<file path="src/rtl/poly1305_pkg.sv">
// Shared types and widths for the Poly1305 sequencer and its encoder wrapper.
package poly1305_pkg;

    localparam int unsigned KEY_W   = 256;
    localparam int unsigned BLOCK_W = 128;
    localparam int unsigned TAG_W   = 128;

    localparam logic [3:0] FULL_BLOCK_BYTES_MINUS_ONE = 4'd15;

    typedef enum logic [2:0] {
        StIdle,
        StAccept,
        StRun,
        StFinal,
        StDone
    } seq_state_e;

    function automatic int unsigned max_u(input int unsigned a, input int unsigned b);
        return (a > b) ? a : b;
    endfunction

endpackage

</file>
<file path="src/rtl/poly1305_sequencer.sv">
// Key/block/tag handshake controller that paces a fixed-latency Poly1305 encoder,
// one message in flight at a time.
module poly1305_sequencer
    import poly1305_pkg::*;
#(
    parameter int unsigned BLOCK_CYCLES = 8,
    parameter int unsigned TAG_CYCLES   = 8
) (
    input  logic               clock,
    input  logic               clear,
    input  logic               key_valid,
    output logic               key_ready,
    input  logic [KEY_W-1:0]   key,
    input  logic               in_valid,
    output logic               in_ready,
    input  logic [BLOCK_W-1:0] in_data,
    input  logic [3:0]         in_bytes_minus_one,
    input  logic               in_last,
    output logic               tag_valid,
    input  logic               tag_ready,
    output logic [TAG_W-1:0]   tag,
    output logic               err,
    output logic               enc_clear,
    output logic               enc_start,
    output logic [KEY_W-1:0]   enc_key,
    output logic [BLOCK_W-1:0] enc_round_input,
    output logic [3:0]         enc_bytes_minus_one,
    input  logic [TAG_W-1:0]   enc_tag
);

    localparam int unsigned CNT_W = $clog2(max_u(BLOCK_CYCLES, TAG_CYCLES));
    localparam logic [CNT_W-1:0] BLOCK_LOAD = CNT_W'(BLOCK_CYCLES - 1);
    localparam logic [CNT_W-1:0] TAG_LOAD   = CNT_W'(TAG_CYCLES - 1);

    seq_state_e       state_q;
    logic [CNT_W-1:0] cnt_q;
    logic             clr_pulse_q;

    // The encoder is cleared both by the global reset and once per new key.
    assign enc_clear = clear | clr_pulse_q;

    always_ff @(posedge clock) begin
        if (clear) begin
            state_q             <= StIdle;
            cnt_q               <= '0;
            clr_pulse_q         <= 1'b0;
            key_ready           <= 1'b0;
            in_ready            <= 1'b0;
            tag_valid           <= 1'b0;
            tag                 <= '0;
            err                 <= 1'b0;
            enc_start           <= 1'b0;
            enc_key             <= '0;
            enc_round_input     <= '0;
            enc_bytes_minus_one <= '0;
        end else begin
            enc_start   <= 1'b0;
            clr_pulse_q <= 1'b0;
            unique case (state_q)
                StIdle: begin
                    if (key_valid && key_ready) begin
                        enc_key     <= key;
                        clr_pulse_q <= 1'b1;
                        key_ready   <= 1'b0;
                        in_ready    <= 1'b1;
                        state_q     <= StAccept;
                    end else begin
                        key_ready <= 1'b1;
                    end
                end
                StAccept: begin
                    if (in_valid && in_ready) begin
                        enc_round_input     <= in_data;
                        enc_bytes_minus_one <= in_bytes_minus_one;
                        enc_start           <= 1'b1;
                        in_ready            <= 1'b0;
                        // A short block is still forwarded; only the flag records it.
                        if (!in_last && (in_bytes_minus_one != FULL_BLOCK_BYTES_MINUS_ONE)) begin
                            err <= 1'b1;
                        end
                        if (in_last) begin
                            cnt_q   <= TAG_LOAD;
                            state_q <= StFinal;
                        end else begin
                            cnt_q   <= BLOCK_LOAD;
                            state_q <= StRun;
                        end
                    end
                end
                StRun: begin
                    if (cnt_q == '0) begin
                        in_ready <= 1'b1;
                        state_q  <= StAccept;
                    end else begin
                        cnt_q <= cnt_q - CNT_W'(1);
                    end
                end
                StFinal: begin
                    if (cnt_q == '0) begin
                        tag       <= enc_tag;
                        tag_valid <= 1'b1;
                        state_q   <= StDone;
                    end else begin
                        cnt_q <= cnt_q - CNT_W'(1);
                    end
                end
                StDone: begin
                    if (tag_ready) begin
                        tag_valid <= 1'b0;
                        key_ready <= 1'b1;
                        state_q   <= StIdle;
                    end
                end
                default: state_q <= StIdle;
            endcase
        end
    end

endmodule
</file>
<file path="config.mk">
export PLATFORM = sky130hd
export DESIGN_NAME = poly1305_sequencer
export DESIGN_NICKNAME = d
export VERILOG_FILES = /design/src/rtl/poly1305_pkg.sv /design/src/rtl/poly1305_sequencer.sv
export SDC_FILE = /design/constraint.sdc
export NUM_CORES = 1
export LEC_CHECK = 0
export BUFFER_PORTS_ARGS = -buffer_cell sky130_fd_sc_hd__clkbuf_2
export CELL_PAD_IN_SITES_DETAIL_PLACEMENT = 1
export CELL_PAD_IN_SITES_GLOBAL_PLACEMENT = 2
export CORE_AREA = 5 5 400 402
export CTS_CLUSTER_DIAMETER = 30
export DETAILED_ROUTE_END_ITERATION = 10
export DIE_AREA = 0 0 405 407
export PLACE_DENSITY = 0.46
export SLEW_MARGIN = 10
export SYNTH_ARGS = -nofsm -noshare
export SYNTH_HDL_FRONTEND = slang
export SYNTH_SLANG_ARGS = --single-unit
</file>
<file path="constraint.sdc">
create_clock -name clock -period 4.35 [get_ports clock]
set_clock_uncertainty 0.1 [all_clocks]
set_input_delay 0.87 -clock clock [delete_from_list [all_inputs] [get_ports clock]]
set_output_delay 0.87 -clock clock [all_outputs]
set_load 0.02 [all_outputs]
</file>
==> flow_metrics.env, run 1 <==
export IMPL_port_buffers=1043
export IMPL_cp_start_kind="primary input"
export IMPL_rows=145
export IMPL_initial_utilization=0.132
export IMPL_synth_area_leader_cell="dfxtp_1"
export IMPL_crit_path_max_incr_delay_ns=0.43
export IMPL_setup_tns_ns=0
export IMPL_crit_path_top_delay_cell="or2_2"
export IMPL_ff2ff_path_depth=4
export IMPL_wirelength_mm=131
export IMPL_grt_pass1_wl_mm=180
export IMPL_io_pins=1044
export IMPL_synth_area_leaders="dfxtp_1 51%, a21oi_1 13%, o21ai_0 11%, nand3b_1 9.4%, nand3_1 6.3%"
export IMPL_maxClockFrequency_mhz=372
export IMPL_end_kind="output pin"
export IMPL_startpoint="clear"
export IMPL_cts_tree="done"
export IMPL_ys_warn_count=0
export IMPL_area_delta_synth_final_pct=68.2
export IMPL_slew_viol_final=0
export IMPL_viasPerCell=4.08
export IMPL_numCtsBuffers=209
export IMPL_r2r_slack_ns=1.76
export IMPL_n_fill_cell=18282
export IMPL_wl_per_cell_um=23.1
export IMPL_finalWorstSetupSlack_ns=1.66
export IMPL_finalPower_mw=20.7
export IMPL_cts_clk_slew_worst_paths_ns=0.04
export IMPL_fin_util=0.223
export IMPL_postCtsSetupRepairBufs=0
export IMPL_gp_congestion=0.762
export IMPL_maxSlewHeadroom=0.220
export IMPL_holdBufCountCts=0
export IMPL_hpwlAfterDp_mm=93.5
export IMPL_drcViolationCount=0
export IMPL_synth_seq_cells=528
export IMPL_reg2reg_to="enc_key[51]"
export IMPL_synthCells=2422
export IMPL_multiInputGateArea_sq_um=8810
export IMPL_synth_area_sq_um=20600
export IMPL_ant_nets=0
export IMPL_path_cells="buf_8 -> or2_2 -> clkbuf_2"
export IMPL_worst_slew_pin_slew_ns=1.17
export IMPL_timing_max_cap_violations=0
export IMPL_post_route_min_period_ns=2.69
export IMPL_grt_ovfl_total=0
export IMPL_critical_path_max_fanout=42
export IMPL_drive_gt1_frac=0.389
export IMPL_crit_end="enc_clear"
export IMPL_finalHoldViolCount=0
export IMPL_yosysSeqAreaShare=0.513
export IMPL_ctsResizeCount=0
export IMPL_syn_num_nets=2946
export IMPL_clockBufferDepth=3
export IMPL_peakVddDrop_mv=0.329
export IMPL_critPathRequiredTime_ns=3.38
export IMPL_grt_usage=0.149
export IMPL_coreArea_sq_um=156000
export IMPL_status="finished, final reports clean"
export IMPL_dpl_cell_count=5277
export IMPL_drt_initial_drc_count=1287
export IMPL_synth_cell_types=40
export IMPL_cts_root_buf="clkbuf_16"
export IMPL_pwr_density_cell_nw_per_um2=597
export IMPL_antenna_found_initial=42
export IMPL_worstHoldPathType="primary input to register"
export IMPL_routed_via_count=23162
export IMPL_die_width_um=405
export IMPL_grt_max_degree=228
export IMPL_cp_arrival_ns=1.72
export IMPL_drt_pass1_iterations=5
export IMPL_grt_pass1_vias=24313
export IMPL_crit_type="primary input to output pin"
export IMPL_cts_sinks=528
export IMPL_stdcell_count=5675
export IMPL_reg2reg_from="state_q[1]"
export IMPL_leakage_nw=13.9
export IMPL_pre_cts_ws_ns=1.36
export IMPL_die_h_um=407
export IMPL_syn_area_per_cell_sq_um=8.50
export IMPL_cts_max_level=4
export IMPL_regArea_sq_um=10600
export IMPL_fin_crit_sh=0.619
export IMPL_rsz0062_at_grt="false"
export IMPL_synth_top_area_frac=0.513
export IMPL_clk_latency_ns=0.78
export IMPL_fin_nets=3954
export IMPL_die_area_sq_um=165000
export IMPL_setup_viol=0
-- cell families after synthesis --
logic type | share of synthesized area
adder cells (fa/ha/maj) | 0.00122
AO/OA/AOI/OAI | 0.258
multiplexers | 0.000547
buffers and inverters | 0.0622
flip-flops | 0.513
AND/OR/NAND/NOR | 0.165
XOR/XNOR | 0.000425
-- metrics by stage --
| step | area, sq um | hold WS [ns] |
|---|---|---|
| final | 34600 | 0.222 |
| after global routing | 34600 | 0.152 |
| after floorplan | 20600 | 0.381 |
| after detailed placement | 27800 | 0.367 |
| after global placement | 27800 | 0.358 |
| after CTS | 34600 | 0.132 |
-- power breakdown --
group          switching (mW)  internal, mW  leakage (nW)  total [mW]
Clock                    4.01          9.84          3.31        13.9
Combinational            1.16         0.517          6.30        1.68
Sequential              0.106          5.04          4.28        5.15
-- state kept, by name (all words and copies together) (netlist names) --
name / flops
clr_pulse_q: 1
cnt_q: 3
enc_bytes_minus_one: 4
enc_key: 256
enc_round_input: 128
enc_start: 1
err: 1
in_ready: 1
key_ready: 1
state_q: 3
tag: 128
tag_valid: 1
-- cell usage after synthesis --
master,n
nand2b_1,3
nand4bb_1,1
mux2_1,1
nand3_1,260
ha_1,2
clkbuf_1,208
o21ai_1,81
a31o_2,1
nor3_1,2
o21ai_0,435
nand2_1,5
o31ai_1,1
xnor2_1,1
dfxtp_1,528
and2_1,2
buf_6,10
or3b_1,1
nor4bb_1,1
inv_1,3
a21oi_1,522
a41oi_1,1
nand3b_1,257
buf_2,71
a31oi_1,2
o21a_1,1
a2111oi_1,1
or2_2,1
nor2b_1,3
buf_1,2
nor2_1,3
clkbuf_2,1
o31a_1,1
and3b_1,1
a2111oi_0,2
a221oi_1,2
nor3_2,1
a22oi_1,1
a211oi_1,1
nor3b_2,1
buf_4,1
-- layer usage --
metal | vias to the layer above | wire (um) | track usage
met5 | - | 189 | 0
met1 | 11236 | 51300 | 0.166
met4 | 28 | 3550 | 0.0556
met2 | 820 | 64200 | 0.251
met3 | 234 | 11800 | 0.0672
li1 | 10844 | - | -
-- worst min path at each step --
stage,from,cells after the start,slack (ns),to
6_report,enc_tag[54],3,0.22,tag[54]
5_1_grt,enc_tag[31],3,0.15,tag[31]
4_1_cts,in_data[127],3,0.13,enc_round_input[127]
3_5_place_dp,tag[50],2,0.37,tag[50]
3_3_place_gp,err,2,0.36,err
2_1_floorplan,cnt_q[0],2,0.38,cnt_q[0]
-- worst max-delay path, delay by kind of cell --
kind | cells | cell delay, ns
buffers and inverters | 2 | 0.39
and+or+nand+nor | 1 | 0.43
-- layout by cell type (no fill, tap or decap), types with 2 or more instances in the layout --
cell type     n
a2111oi_0     2
a21oi_1     522
a221oi_1      2
a31oi_1       2
buf_12       19
buf_4        28
clkbuf_1     83
clkbuf_16   211
clkbuf_2   1042
clkbuf_8     62
clkinv_16     7
clkinv_2      9
dfxtp_1     527
diode_2      20
ha_1          2
inv_1         3
inv_16        4
inv_6         2
nand2_1       4
nand2b_1      2
nand3_1     260
nand3b_1    257
nor2_1        3
nor2b_1       2
nor3_1        2
o21ai_0     435
o21ai_1      81
-- cell type report --
| class | count | area share |
|---|---|---|
| clock inverter | 22 | 0.0102 |
| multi-input combinational | 1598 | 0.254 |
| sequential | 528 | 0.305 |
| antenna | 20 | 0.00144 |
| timing repair buffer | 1090 | 0.168 |
| tap | 2058 | 0.0743 |
| clock buffer | 356 | 0.186 |
| inverter | 3 | 0.000325 |
(Power assumes the default switching activity.)
==> inputs of run 2 (changes only) <==
--- a/config.mk
+++ b/config.mk
@@ -8,11 +8,11 @@
 export BUFFER_PORTS_ARGS = -buffer_cell sky130_fd_sc_hd__clkbuf_2
 export CELL_PAD_IN_SITES_DETAIL_PLACEMENT = 1
 export CELL_PAD_IN_SITES_GLOBAL_PLACEMENT = 2
-export CORE_AREA = 5 5 400 402
+export CORE_AREA = 5 5 406 408
 export CTS_CLUSTER_DIAMETER = 30
 export DETAILED_ROUTE_END_ITERATION = 10
-export DIE_AREA = 0 0 405 407
-export PLACE_DENSITY = 0.46
+export DIE_AREA = 0 0 411 413
+export PLACE_DENSITY = 0.47
 export SLEW_MARGIN = 10
 export SYNTH_ARGS = -nofsm -noshare
 export SYNTH_HDL_FRONTEND = slang
==> constraint.sdc (replaced) <==
create_clock -name clock -period 2.4 [get_ports clock]
set_clock_uncertainty 0.1 [all_clocks]
set_input_delay 0.48 -clock clock [delete_from_list [all_inputs] [get_ports clock]]
set_output_delay 0.48 -clock clock [all_outputs]
set_load 0.02 [all_outputs]
==> flow_metrics.env, run 2 (synthesis results as in run 1) <==
export IMPL_cts_sinks=528
export IMPL_cts_tree="done"
export IMPL_dpl_cell_count=5455
export IMPL_end_kind="output pin"
export IMPL_mostFrequentLayoutCell="clkbuf_2"
export IMPL_grt_ovfl_total=0
export IMPL_cts_root_buf="clkbuf_16"
export IMPL_stdcell_area_sq_um=40400
export IMPL_numCtsBuffers=199
export IMPL_port_buffers=1043
export IMPL_die_area_sq_um=170000
export IMPL_drive_gt1_frac=0.352
export IMPL_gp_congestion=0.804
export IMPL_clk_latency_ns=0.80
export IMPL_grt_usage=0.149
export IMPL_post_route_min_period_ns=2.34
export IMPL_die_h_um=413
export IMPL_rows=148
export IMPL_maxSlewHeadroom=0.368
export IMPL_largest_reg_flops=256
export IMPL_top_regs="enc_key (256), enc_round_input (128), tag (128)"
export IMPL_io_pins=1044
export IMPL_grt_max_degree=136
export IMPL_maxClockFrequency_mhz=428
export IMPL_place_area_sq_um=28600
export IMPL_finalPower_mw=37.7
export IMPL_wl_per_cell_um=21.2
export IMPL_regArea_sq_um=10600
export IMPL_drt_pass1_iterations=5
export IMPL_coreArea_sq_um=161000
export IMPL_wirelength_mm=134
export IMPL_viasPerCell=3.98
export IMPL_multiInputGateArea_sq_um=8810
export IMPL_postCtsSetupRepairBufs=0
export IMPL_timing_max_cap_violations=0
export IMPL_peakVddDrop_mv=0.648
export IMPL_leakage_nw=16.3
export IMPL_cts_clk_slew_worst_paths_ns=0.04
export IMPL_fin_util=0.250
export IMPL_swShare=0.262
export IMPL_hpwlAfterDp_mm=97.8
export IMPL_ant_nets=0
export IMPL_fin_crit_sh=0.974
export IMPL_initial_utilization=0.128
export IMPL_die_width_um=411
export IMPL_clockBufferDepth=3
export IMPL_worst_slew_pin_slew_ns=0.945
export IMPL_setup_tns_ns=0
export IMPL_worstHoldPathType="primary input to register"
export IMPL_status="finished, final reports clean"
export IMPL_cts_max_level=4
export IMPL_grt_pass1_wl_mm=189
export IMPL_setup_viol=0
export IMPL_internal_power_mw=27.8
export IMPL_finalHoldViolCount=0
export IMPL_grt_pass1_vias=27299
export IMPL_fin_nets=4523
export IMPL_slew_viol_final=0
export IMPL_critical_path_max_fanout=10
export IMPL_p_comb_frac=0.105
export IMPL_p_switching_mw=9.85
export IMPL_pwr_density_cell_nw_per_um2=932
export IMPL_crit_type="primary input to output pin"
export IMPL_area_delta_synth_final_pct=96.2
export IMPL_stdcell_count=6343
export IMPL_routed_via_count=25255
export IMPL_critPathRequiredTime_ns=1.82
export IMPL_power_frac_seq=0.248
export IMPL_drcViolationCount=0
export IMPL_antenna_found_initial=20
export IMPL_ctsResizeCount=0
export IMPL_final_cell_mix="1042 x clkbuf_2, 527 x dfxtp_1, 522 x a21oi_1, 518 x dlygate4sd3_1, 435 x o21ai_0"
export IMPL_n_fill_cell=18938
export IMPL_cp_arrival_ns=1.76
export IMPL_top_register="enc_key"
export IMPL_cp_start_kind="primary input"
export IMPL_rsz0062_at_grt="false"
export IMPL_drt_initial_drc_count=1222
export IMPL_pwr_share_clk=0.647
## run 2: cell count changes in the layout (fill, tap and decap cells not counted), sizes merged
| cell | previous run | this run |
|---|---|---|
| dlygate4sd3 | 0 | 518 |
| clkinv | 16 | 34 |
| inv | 9 | 6 |
| buf | 48 | 109 |
| clkbuf | 1398 | 1364 |
| diode | 20 | 11 |
## run 2: critical path, cell delays in order
cell,delay [ns]
dlygate4sd3_1,0.58
buf_8,0.18
or2_2,0.30
clkbuf_2,0.20
## run 2: metrics by stage
step / worst slack (ns) / hold slack [ns]
2_1_floorplan: 0.629 / 0.381
3_3_place_gp: 0.130 / 0.350
3_5_place_dp: 0.136 / 0.360
4_1_cts: 0.0383 / 0.0344
5_1_grt: 0.0281 / 0.0947
6_report: 0.0620 / 0.103
## run 2: area by class of cell
class | count | area share
antenna | 11 | 0.000681
tap | 2175 | 0.0674
inverter | 3 | 0.000279
multi-input combinational | 1598 | 0.218
timing repair buffer | 1669 | 0.289
clock buffer | 322 | 0.151
sequential | 528 | 0.262
clock inverter | 37 | 0.0125
## run 2: final timing paths
check / startpoint / end / slack (ns) / cells after the start
setup reg to reg: state_q[0] / tag[5] / 0.30 / 4
hold / removal: in_last / err / 0.10 / 4
hold reg to reg: enc_round_input[46] / enc_round_input[46] / 0.37 / 2
setup / recovery: clear / enc_clear / 0.06 / 4
## run 2: per-layer routing
metal / vias to the layer above / share of wire / wire length (um) / global-route usage
met5: - / 0 / 0 / 0
met4: 0 / 0.048 / 6500 / 0.0772
met3: 300 / 0.077 / 10400 / 0.0527
met2: 871 / 0.47 / 63100 / 0.246
met1: 12136 / 0.40 / 54300 / 0.171
li1: 11948 / - / - / -
## run 2: what timing repair did
action / 4_1_cts / 5_1_grt
endpoints found under the hold margin: 519 / 0
hold buffers: 518 / 0
setup endpoints to repair: 0 / 0
## run 2: power groups by stage
stage	Combinational [mW]	Sequential [mW]	Clock, mW
2_1_floorplan	1.16	9.80	0
3_3_place_gp	3.29	9.46	0
3_5_place_dp	3.29	9.47	0
4_1_cts	4.07	9.33	25.0
5_1_grt	4.29	9.36	25.5
6_report	3.97	9.33	24.4
